--- config.mk ---
export PLATFORM = sky130hd
export DESIGN_NAME = lsu_strobe_ctrl_flat
export DESIGN_NICKNAME = d
export VERILOG_FILES = /design/src/rtl/lsu_pkg.sv /design/src/rtl/lsu_strobe_ctrl_if.sv /design/src/rtl/lsu_load_align.sv /design/src/rtl/lsu_strobe_ctrl.sv /design/src/flat_wrapper.sv
export SDC_FILE = /design/constraint.sdc
export NUM_CORES = 1
export LEC_CHECK = 0
export CORE_MARGIN = 10
export CORE_UTILIZATION = 25
export DETAILED_ROUTE_END_ITERATION = 8
export DONT_BUFFER_PORTS = 1
export SLEW_MARGIN = 20
export SYNTH_ARGS = -nofsm -noshare
export SYNTH_HDL_FRONTEND = slang
export SYNTH_SLANG_ARGS = --single-unit
--- constraint.sdc ---
create_clock -name clk -period 3.9 [get_ports clk]
set_input_delay 0 -clock clk [delete_from_list [all_inputs] [get_ports clk]]
set_output_delay 0 -clock clk [all_outputs]
set_load 0.02 [all_outputs]
--- src/rtl/lsu_pkg.sv ---
// Shared load/store decode constants, FSM state type and access-size helper
// for the byte-lane strobe controller.
package lsu_pkg;

    localparam logic [2:0] F3_B  = 3'b000;
    localparam logic [2:0] F3_H  = 3'b001;
    localparam logic [2:0] F3_W  = 3'b010;
    localparam logic [2:0] F3_D  = 3'b011;
    localparam logic [2:0] F3_BU = 3'b100;
    localparam logic [2:0] F3_HU = 3'b101;
    localparam logic [2:0] F3_WU = 3'b110;

    typedef enum logic [2:0] {
        IDLE,
        BEAT0,
        WAIT0,
        BEAT1,
        WAIT1,
        RESP
    } lsu_state_e;

    function automatic logic [3:0] size_bytes(input logic [2:0] funct3);
        return 4'd1 << funct3[1:0];
    endfunction

endpackage

--- src/rtl/lsu_strobe_ctrl_if.sv ---
// Core-side request/response bundle and memory-side beat bundle for the
// load/store strobe controller.
interface lsu_core_if #(
    parameter int XLEN   = 32,
    parameter int ADDR_W = 32
);
    logic              req_valid;
    logic              req_ready;
    logic              req_we;
    logic [2:0]        req_funct3;
    logic [ADDR_W-1:0] req_addr;
    logic [XLEN-1:0]   req_wdata;
    logic              resp_valid;
    logic              resp_ready;
    logic [XLEN-1:0]   resp_rdata;
    logic              resp_err;

    modport master (
        output req_valid, req_we, req_funct3, req_addr, req_wdata, resp_ready,
        input  req_ready, resp_valid, resp_rdata, resp_err
    );

    modport slave (
        input  req_valid, req_we, req_funct3, req_addr, req_wdata, resp_ready,
        output req_ready, resp_valid, resp_rdata, resp_err
    );
endinterface

interface lsu_mem_if #(
    parameter int XLEN   = 32,
    parameter int ADDR_W = 32
);
    localparam int NB = XLEN / 8;

    logic              mem_valid;
    logic              mem_ready;
    logic              mem_we;
    logic [ADDR_W-1:0] mem_addr;
    logic [NB-1:0]     mem_wstrb;
    logic [XLEN-1:0]   mem_wdata;
    logic              mem_rvalid;
    logic [XLEN-1:0]   mem_rdata;

    modport master (
        output mem_valid, mem_we, mem_addr, mem_wstrb, mem_wdata,
        input  mem_ready, mem_rvalid, mem_rdata
    );

    modport slave (
        input  mem_valid, mem_we, mem_addr, mem_wstrb, mem_wdata,
        output mem_ready, mem_rvalid, mem_rdata
    );
endinterface

--- src/rtl/lsu_load_align.sv ---
// Load-data extraction: shifts the two-beat window down by the byte offset,
// keeps the access size and sign- or zero-extends to XLEN.
module lsu_load_align
    import lsu_pkg::*;
#(
    parameter int XLEN = 32
) (
    input  logic [2*XLEN-1:0]         beats,
    input  logic [$clog2(XLEN/8)-1:0] off,
    input  logic [2:0]                funct3,
    output logic [XLEN-1:0]           rdata
);

    logic [3:0]      size;
    logic [XLEN-1:0] shifted;
    logic [XLEN-1:0] mask;
    logic [XLEN-1:0] low;
    logic [XLEN-1:0] msb;
    logic            neg;

    always_comb begin
        size    = size_bytes(funct3);
        shifted = XLEN'(beats >> {off, 3'b000});
        // Full-width access shifts the 1 out entirely, leaving an all-ones mask.
        mask    = (XLEN'(1) << {size, 3'b000}) - XLEN'(1);
        low     = shifted & mask;
        msb     = mask ^ (mask >> 1);
        neg     = !funct3[2] && ((low & msb) != '0);
        rdata   = neg ? (low | ~mask) : low;
    end

endmodule

--- src/rtl/lsu_strobe_ctrl.sv ---
// Load/store byte-lane controller: one outstanding request, one or two memory
// beats. Define LSU_MISALIGNED_SPLIT_EN to split word-crossing accesses.
//
// state | meaning
// IDLE  | ready for a request
// BEAT0 | first memory beat offered
// WAIT0 | waiting for first beat read data
// BEAT1 | second beat offered (split builds only)
// WAIT1 | waiting for second beat read data (split builds only)
// RESP  | response held until the core takes it
module lsu_strobe_ctrl
    import lsu_pkg::*;
#(
    parameter int XLEN   = 32,
    parameter int ADDR_W = 32
) (
    input  logic      clk,
    input  logic      reset,
    lsu_core_if.slave core,
    lsu_mem_if.master mem
);

    localparam int NB   = XLEN / 8;
    localparam int OFFW = $clog2(NB);
`ifdef LSU_MISALIGNED_SPLIT_EN
    localparam int LANES = 2 * NB;
`else
    localparam int LANES = NB;
`endif
    localparam int DW = 8 * LANES;

    lsu_state_e        state_q, state_d;
    logic              we_q;
    logic              err_q;
    logic              split_q;
    logic [2:0]        f3_q;
    logic [ADDR_W-1:0] addr_q;
    logic [XLEN-1:0]   wdata_q;
    logic [XLEN-1:0]   beat0_q;

    logic [OFFW-1:0]   req_off;
    logic [3:0]        req_size;
    logic              req_legal;
    logic              req_err;
`ifdef LSU_MISALIGNED_SPLIT_EN
    logic              req_split;
    logic [XLEN-1:0]   beat1_q;
`endif

    always_comb begin
        req_off   = core.req_addr[OFFW-1:0];
        req_size  = size_bytes(core.req_funct3);
        req_legal = 1'b0;
        case (core.req_funct3)
            F3_B, F3_H, F3_W: req_legal = 1'b1;
            F3_D:             req_legal = (XLEN == 64);
            F3_BU, F3_HU:     req_legal = !core.req_we;
            F3_WU:            req_legal = !core.req_we && (XLEN == 64);
            default:          req_legal = 1'b0;
        endcase
`ifdef LSU_MISALIGNED_SPLIT_EN
        req_split = (4'(req_off) + req_size) > 4'(NB);
        req_err   = !req_legal;
`else
        req_err   = !req_legal || ((4'(req_off) & (req_size - 4'd1)) != 4'd0);
`endif
    end

    logic [OFFW-1:0]   off_q;
    logic [3:0]        size_q;
    logic [LANES-1:0]  strb_all;
    logic [DW-1:0]     wdata_all;
    logic [ADDR_W-1:0] base_addr;

    // Lane image spans two beats when splitting; beat 1 takes the upper half.
    always_comb begin
        off_q     = addr_q[OFFW-1:0];
        size_q    = size_bytes(f3_q);
        strb_all  = ((LANES'(1) << size_q) - LANES'(1)) << off_q;
        wdata_all = DW'(wdata_q) << {off_q, 3'b000};
        base_addr = {addr_q[ADDR_W-1:OFFW], {OFFW{1'b0}}};
    end

    logic [2*XLEN-1:0] beats;
    logic [XLEN-1:0]   load_data;

`ifdef LSU_MISALIGNED_SPLIT_EN
    assign beats = {beat1_q, beat0_q};
`else
    assign beats = {{XLEN{1'b0}}, beat0_q};
`endif

    lsu_load_align #(.XLEN(XLEN)) u_load_align (
        .beats  (beats),
        .off    (off_q),
        .funct3 (f3_q),
        .rdata  (load_data)
    );

    always_comb begin
        state_d         = state_q;
        core.req_ready  = 1'b0;
        core.resp_valid = 1'b0;
        core.resp_rdata = '0;
        core.resp_err   = 1'b0;
        mem.mem_valid   = 1'b0;
        mem.mem_we      = 1'b0;
        mem.mem_addr    = '0;
        mem.mem_wstrb   = '0;
        mem.mem_wdata   = '0;
        case (state_q)
            IDLE: begin
                core.req_ready = !reset;
                if (core.req_valid) state_d = req_err ? RESP : BEAT0;
            end
            BEAT0: begin
                mem.mem_valid = 1'b1;
                mem.mem_we    = we_q;
                mem.mem_addr  = base_addr;
                if (we_q) begin
                    mem.mem_wstrb = strb_all[NB-1:0];
                    mem.mem_wdata = wdata_all[XLEN-1:0];
                end
                if (mem.mem_ready) state_d = !we_q ? WAIT0 : (split_q ? BEAT1 : RESP);
            end
            WAIT0: begin
                if (mem.mem_rvalid) state_d = split_q ? BEAT1 : RESP;
            end
`ifdef LSU_MISALIGNED_SPLIT_EN
            BEAT1: begin
                mem.mem_valid = 1'b1;
                mem.mem_we    = we_q;
                mem.mem_addr  = base_addr + ADDR_W'(NB);
                if (we_q) begin
                    mem.mem_wstrb = strb_all[LANES-1:NB];
                    mem.mem_wdata = wdata_all[DW-1:XLEN];
                end
                if (mem.mem_ready) state_d = we_q ? RESP : WAIT1;
            end
            WAIT1: begin
                if (mem.mem_rvalid) state_d = RESP;
            end
`endif
            RESP: begin
                core.resp_valid = 1'b1;
                core.resp_err   = err_q;
                core.resp_rdata = (err_q || we_q) ? '0 : load_data;
                if (core.resp_ready) state_d = IDLE;
            end
            default: state_d = IDLE;
        endcase
    end

    always_ff @(posedge clk or posedge reset) begin
        if (reset) begin
            state_q <= IDLE;
            we_q    <= 1'b0;
            err_q   <= 1'b0;
            f3_q    <= '0;
            addr_q  <= '0;
            wdata_q <= '0;
            beat0_q <= '0;
        end else begin
            state_q <= state_d;
            if (state_q == IDLE && core.req_valid) begin
                we_q    <= core.req_we;
                err_q   <= req_err;
                f3_q    <= core.req_funct3;
                addr_q  <= core.req_addr;
                wdata_q <= core.req_wdata;
            end
            if (state_q == WAIT0 && mem.mem_rvalid) beat0_q <= mem.mem_rdata;
        end
    end

`ifdef LSU_MISALIGNED_SPLIT_EN
    always_ff @(posedge clk or posedge reset) begin
        if (reset) begin
            split_q <= 1'b0;
            beat1_q <= '0;
        end else begin
            if (state_q == IDLE && core.req_valid) split_q <= req_split;
            if (state_q == WAIT1 && mem.mem_rvalid) beat1_q <= mem.mem_rdata;
        end
    end
`else
    assign split_q = 1'b0;
`endif

endmodule
--- src/flat_wrapper.sv ---
// flat-port wrapper written by rule: the top's interface ports become plain ports
module lsu_strobe_ctrl_flat import lsu_pkg::*;
#(
    parameter int XLEN   = 32,
    parameter int ADDR_W = 32
)
  (clk, reset, core_req_valid, core_req_we, core_req_funct3, core_req_addr, core_req_wdata, core_resp_ready, core_req_ready, core_resp_valid, core_resp_rdata, core_resp_err, mem_mem_valid, mem_mem_we, mem_mem_addr, mem_mem_wstrb, mem_mem_wdata, mem_mem_ready, mem_mem_rvalid, mem_mem_rdata);
  lsu_core_if #(.XLEN(XLEN), .ADDR_W(ADDR_W)) core_i ();
  lsu_mem_if #(.XLEN(XLEN), .ADDR_W(ADDR_W)) mem_i ();
  input  logic clk;
  input  logic reset;
  input wire logic [$bits(core_i.req_valid)-1:0] core_req_valid;
  input wire logic [$bits(core_i.req_we)-1:0] core_req_we;
  input wire logic [$bits(core_i.req_funct3)-1:0] core_req_funct3;
  input wire logic [$bits(core_i.req_addr)-1:0] core_req_addr;
  input wire logic [$bits(core_i.req_wdata)-1:0] core_req_wdata;
  input wire logic [$bits(core_i.resp_ready)-1:0] core_resp_ready;
  output wire logic [$bits(core_i.req_ready)-1:0] core_req_ready;
  output wire logic [$bits(core_i.resp_valid)-1:0] core_resp_valid;
  output wire logic [$bits(core_i.resp_rdata)-1:0] core_resp_rdata;
  output wire logic [$bits(core_i.resp_err)-1:0] core_resp_err;
  output wire logic [$bits(mem_i.mem_valid)-1:0] mem_mem_valid;
  output wire logic [$bits(mem_i.mem_we)-1:0] mem_mem_we;
  output wire logic [$bits(mem_i.mem_addr)-1:0] mem_mem_addr;
  output wire logic [$bits(mem_i.mem_wstrb)-1:0] mem_mem_wstrb;
  output wire logic [$bits(mem_i.mem_wdata)-1:0] mem_mem_wdata;
  input wire logic [$bits(mem_i.mem_ready)-1:0] mem_mem_ready;
  input wire logic [$bits(mem_i.mem_rvalid)-1:0] mem_mem_rvalid;
  input wire logic [$bits(mem_i.mem_rdata)-1:0] mem_mem_rdata;
  assign core_i.req_valid = core_req_valid;
  assign core_i.req_we = core_req_we;
  assign core_i.req_funct3 = core_req_funct3;
  assign core_i.req_addr = core_req_addr;
  assign core_i.req_wdata = core_req_wdata;
  assign core_i.resp_ready = core_resp_ready;
  assign core_req_ready = core_i.req_ready;
  assign core_resp_valid = core_i.resp_valid;
  assign core_resp_rdata = core_i.resp_rdata;
  assign core_resp_err = core_i.resp_err;
  assign mem_mem_valid = mem_i.mem_valid;
  assign mem_mem_we = mem_i.mem_we;
  assign mem_mem_addr = mem_i.mem_addr;
  assign mem_mem_wstrb = mem_i.mem_wstrb;
  assign mem_mem_wdata = mem_i.mem_wdata;
  assign mem_i.mem_ready = mem_mem_ready;
  assign mem_i.mem_rvalid = mem_mem_rvalid;
  assign mem_i.mem_rdata = mem_mem_rdata;
  lsu_strobe_ctrl #(.XLEN(XLEN), .ADDR_W(ADDR_W)) u_core (.clk(clk), .reset(reset), .core(core_i), .mem(mem_i));
endmodule
==> results.py <==
metrics = {
    "grt": {
        "grt_max_degree": 59,
        "grt_overflow": 0,
        "grt_pass1_wl_mm": 31.0,
        "grt_pass1_vias": 5185,
        "grt_usage_pct": 13.6,
        "antenna_found_initial": 2,
    },
    "timing": {
        "setup_tns_ns": 0,
        "fmax_ghz": 0.333,
        "fin_crit_sh_pct": 77.1,
        "maxSlewViolCount": 0,
        "skew_ns": 0.0111,
        "slew_headroom_pct": 37.3,
        "worst_pin_slew_ns": 0.936,
        "setup_viol": 0,
        "min_period_ns": 3.01,
        "grt_setup_unrepaired": "no",
        "finalHoldViolations": 0,
    },
    "critical_path": {
        "path_class": "reg -> out",
        "startpoint_type": "register",
        "crit_path_start": "u_core.f3_q[1]",
        "path_max_fanout": 9,
        "cp.required_ns": 3.90,
        "cp.arrival_ns": 3.01,
        "r2r-start": "u_core.state_q[0]",
        "critPathCaptureType": "output pin",
    },
    "finish": {
        "n_fill_cell": 2279,
        "stdcell_area_um2": 7240,
        "seqCellArea_um2": 2610,
        "final_util_pct": 32.2,
        "multi_input_area_um2": 2860,
        "stdcell_count": 1020,
        "layout.nets": 836,
        "final_common_cell": "nand2_1",
        "mostFrequentLayoutCells": "nand2_1, dlygate4sd3_1, dfrtp_1, nor2_1, and2_1",
        "area_delta_synth_final_pct": 27.4,
        "drive_above_1_share_pct": 10.2,
    },
    "synthesis": {
        "yosys_warnings": 0,
        "synth_top_cell_area_share_pct": 45.8,
        "synthCells": 652,
        "synth_area_leader_cell": "dfrtp_1",
        "synth_edf_count": 0,
        "synth.cell_area_um2": 5690,
        "ys_types": 43,
        "synth_seq_cells": 104,
        "ys.flop_type": "dfrtp_1",
        "avgSynthCellArea_um2": 8.72,
        "ys_async_sr_fraction_pct": 100,
        "synth_area_leaders": "dfrtp_1, nand2_1, mux2_2, mux2i_1, a211oi_1",
        "ys_seq_area_share_pct": 45.8,
    },
    "cts": {
        "cts_hold_buf": 104,
        "path_clk_slew_ns": 0.08,
        "cts_buffer_depth": 2,
        "tritoncts": "done",
        "cts_root_buf": "clkbuf_16",
        "cts_setup_buffers": 0,
        "numCtsBuffers": 9,
        "cts-htree-levels": 3,
        "clk_latency_ns": 0.36,
        "cts-resized-gates": 0,
        "cts_sinks": 104,
    },
    "power_and_ir_drop": {
        "ir_drop_mv": 0.276,
        "p_leak_nw": 3.33,
        "power_density_nw_per_um2": 749,
    },
    "floorplanning": {
        "die_area_um2": 29200,
        "start_util_pct": 25.3,
        "num_rows": 55,
        "ios": 211,
        "coreArea_um2": 22500,
        "die_y_um": 171,
        "die_w_um": 171,
    },
    "place": {
        "portBuffers": 0,
        "dp_hpwl_mm": 13.9,
        "postPlaceCellArea_um2": 5910,
        "place_congestion": 0.794,
        "place_inst": 898,
    },
    "detailed_routing": {
        "vias": 4858,
        "remaining_drc_errors": 0,
        "wl_mm": 20.0,
        "wl_met2_mm": 9.65,
        "wl_met1_mm": 8.38,
        "dr.pass1.iters": 5,
        "ant_nets": 0,
        "wl_met3_mm": 1.77,
        "topRoutingLayerUsed": "met4",
        "vias_per_cell": 4.76,
        "drt-wirelength-per-cell_um": 19.6,
        "first_iter_violations": 326,
    },
    "job": {
        "cap_violations": 0,
    },
    "worst_hold_path": {
        "min-delay-start": "core_req_valid",
        "worstHoldPathType": "in -> reg",
    },
    "outcome": {
        "outcome": "complete, no violations",
    },
}
-- cell usage after synthesis, types with 2 or more instances --
cell type / count
o21ai_1: 4
clkbuf_1: 29
mux2i_1: 33
mux2_2: 33
a21o_1: 7
buf_4: 4
nor2b_1: 20
a211oi_1: 33
nand2b_1: 7
or2_2: 2
o21ai_0: 13
nand2_1: 211
buf_2: 10
a21oi_1: 21
buf_1: 5
nor2_1: 42
a2111o_1: 2
inv_1: 5
and2_1: 39
ha_1: 2
dfrtp_1: 104
nor3_1: 5
-- routing by layer --
layer	vias up	track usage, %
li1	2308	-
met2	186	22.6
met4	0	3.09
met5	-	0
met3	12	5.07
met1	2352	16.2
-- critical path: stages (launching register included) --
cell       delay [ns]
dfrtp_1          0.48
or2_2            0.38
ha_1             0.32
or3_4            0.39
or2_4            0.25
a2111oi_4        0.55
a21o_1           0.27
-- registers in the layout (all words and copies together), names as in the netlist --
name and flops:
u_core.addr_q 32, u_core.f3_q 3, u_core.err_q 1, u_core.beat0_q 32, u_core.we_q 1, u_core.state_q 3, u_core.wdata_q 32
-- layout make-up --
type                            instances  area share (%)
Multi-Input combinational cell        495            39.5
Antenna cell                            2          0.0691
Sequential cell                       104            36.0
Clock buffer                            9            3.11
Timing Repair Buffer                  113            15.3
Inverter                                5           0.294
Clock inverter                          7           0.829
Tap cell                              285            4.92
-- path summary, 6_finish.rpt --
kind                                  endpoint  slack [ns]  cells past startpoint
max in group asynchronous   u_core.wdata_q[20]        2.49                      3
setup reg to reg             u_core.addr_q[23]        1.61                      5
min in group asynchronous    u_core.state_q[1]        0.28                      2
hold reg to reg             u_core.wdata_q[30]        0.47                      2
hold / removal               u_core.state_q[0]        0.06                      5
setup / recovery           core_resp_rdata[31]        0.89                      6
-- cell families (layout without fill, tap and decap cells) --
family	after synthesis	in the layout	share of synthesized area, %
AO/OA/AOI/OAI	87	87	10.5
XOR/XNOR	1	1	0.154
adder cells (fa/ha/maj)	2	2	0.440
buffers and inverters	54	134	4.18
flip-flops	104	104	45.8
multiplexers	66	66	12.3
other	1	4	0.0660
AND/OR/NAND/NOR	337	337	26.6
-- stage by stage --
| step | hold WS (ns) | setup slack (ns) | total power [mW] |
|---|---|---|---|
| 4_1_cts | 0.0374 | 0.883 | 5.49 |
| 2_1_floorplan | 0.0794 | 1.17 | 3.88 |
| 3_3_place_gp | 0.0642 | 1.35 | 4.42 |
| 3_5_place_dp | 0.0768 | 1.28 | 4.45 |
| 5_1_grt | 0.0883 | 0.663 | 5.90 |
| 6_report | 0.0643 | 0.894 | 5.43 |
-- power by group --
group / internal (mW) / leakage [nW] / switching, mW
logic: 0.917 / 1.91 / 1.46
clock network: 0.447 / 0.143 / 0.464
registers: 1.59 / 1.28 / 0.545
No activity file was read; power rests on OpenSTA's default activity.
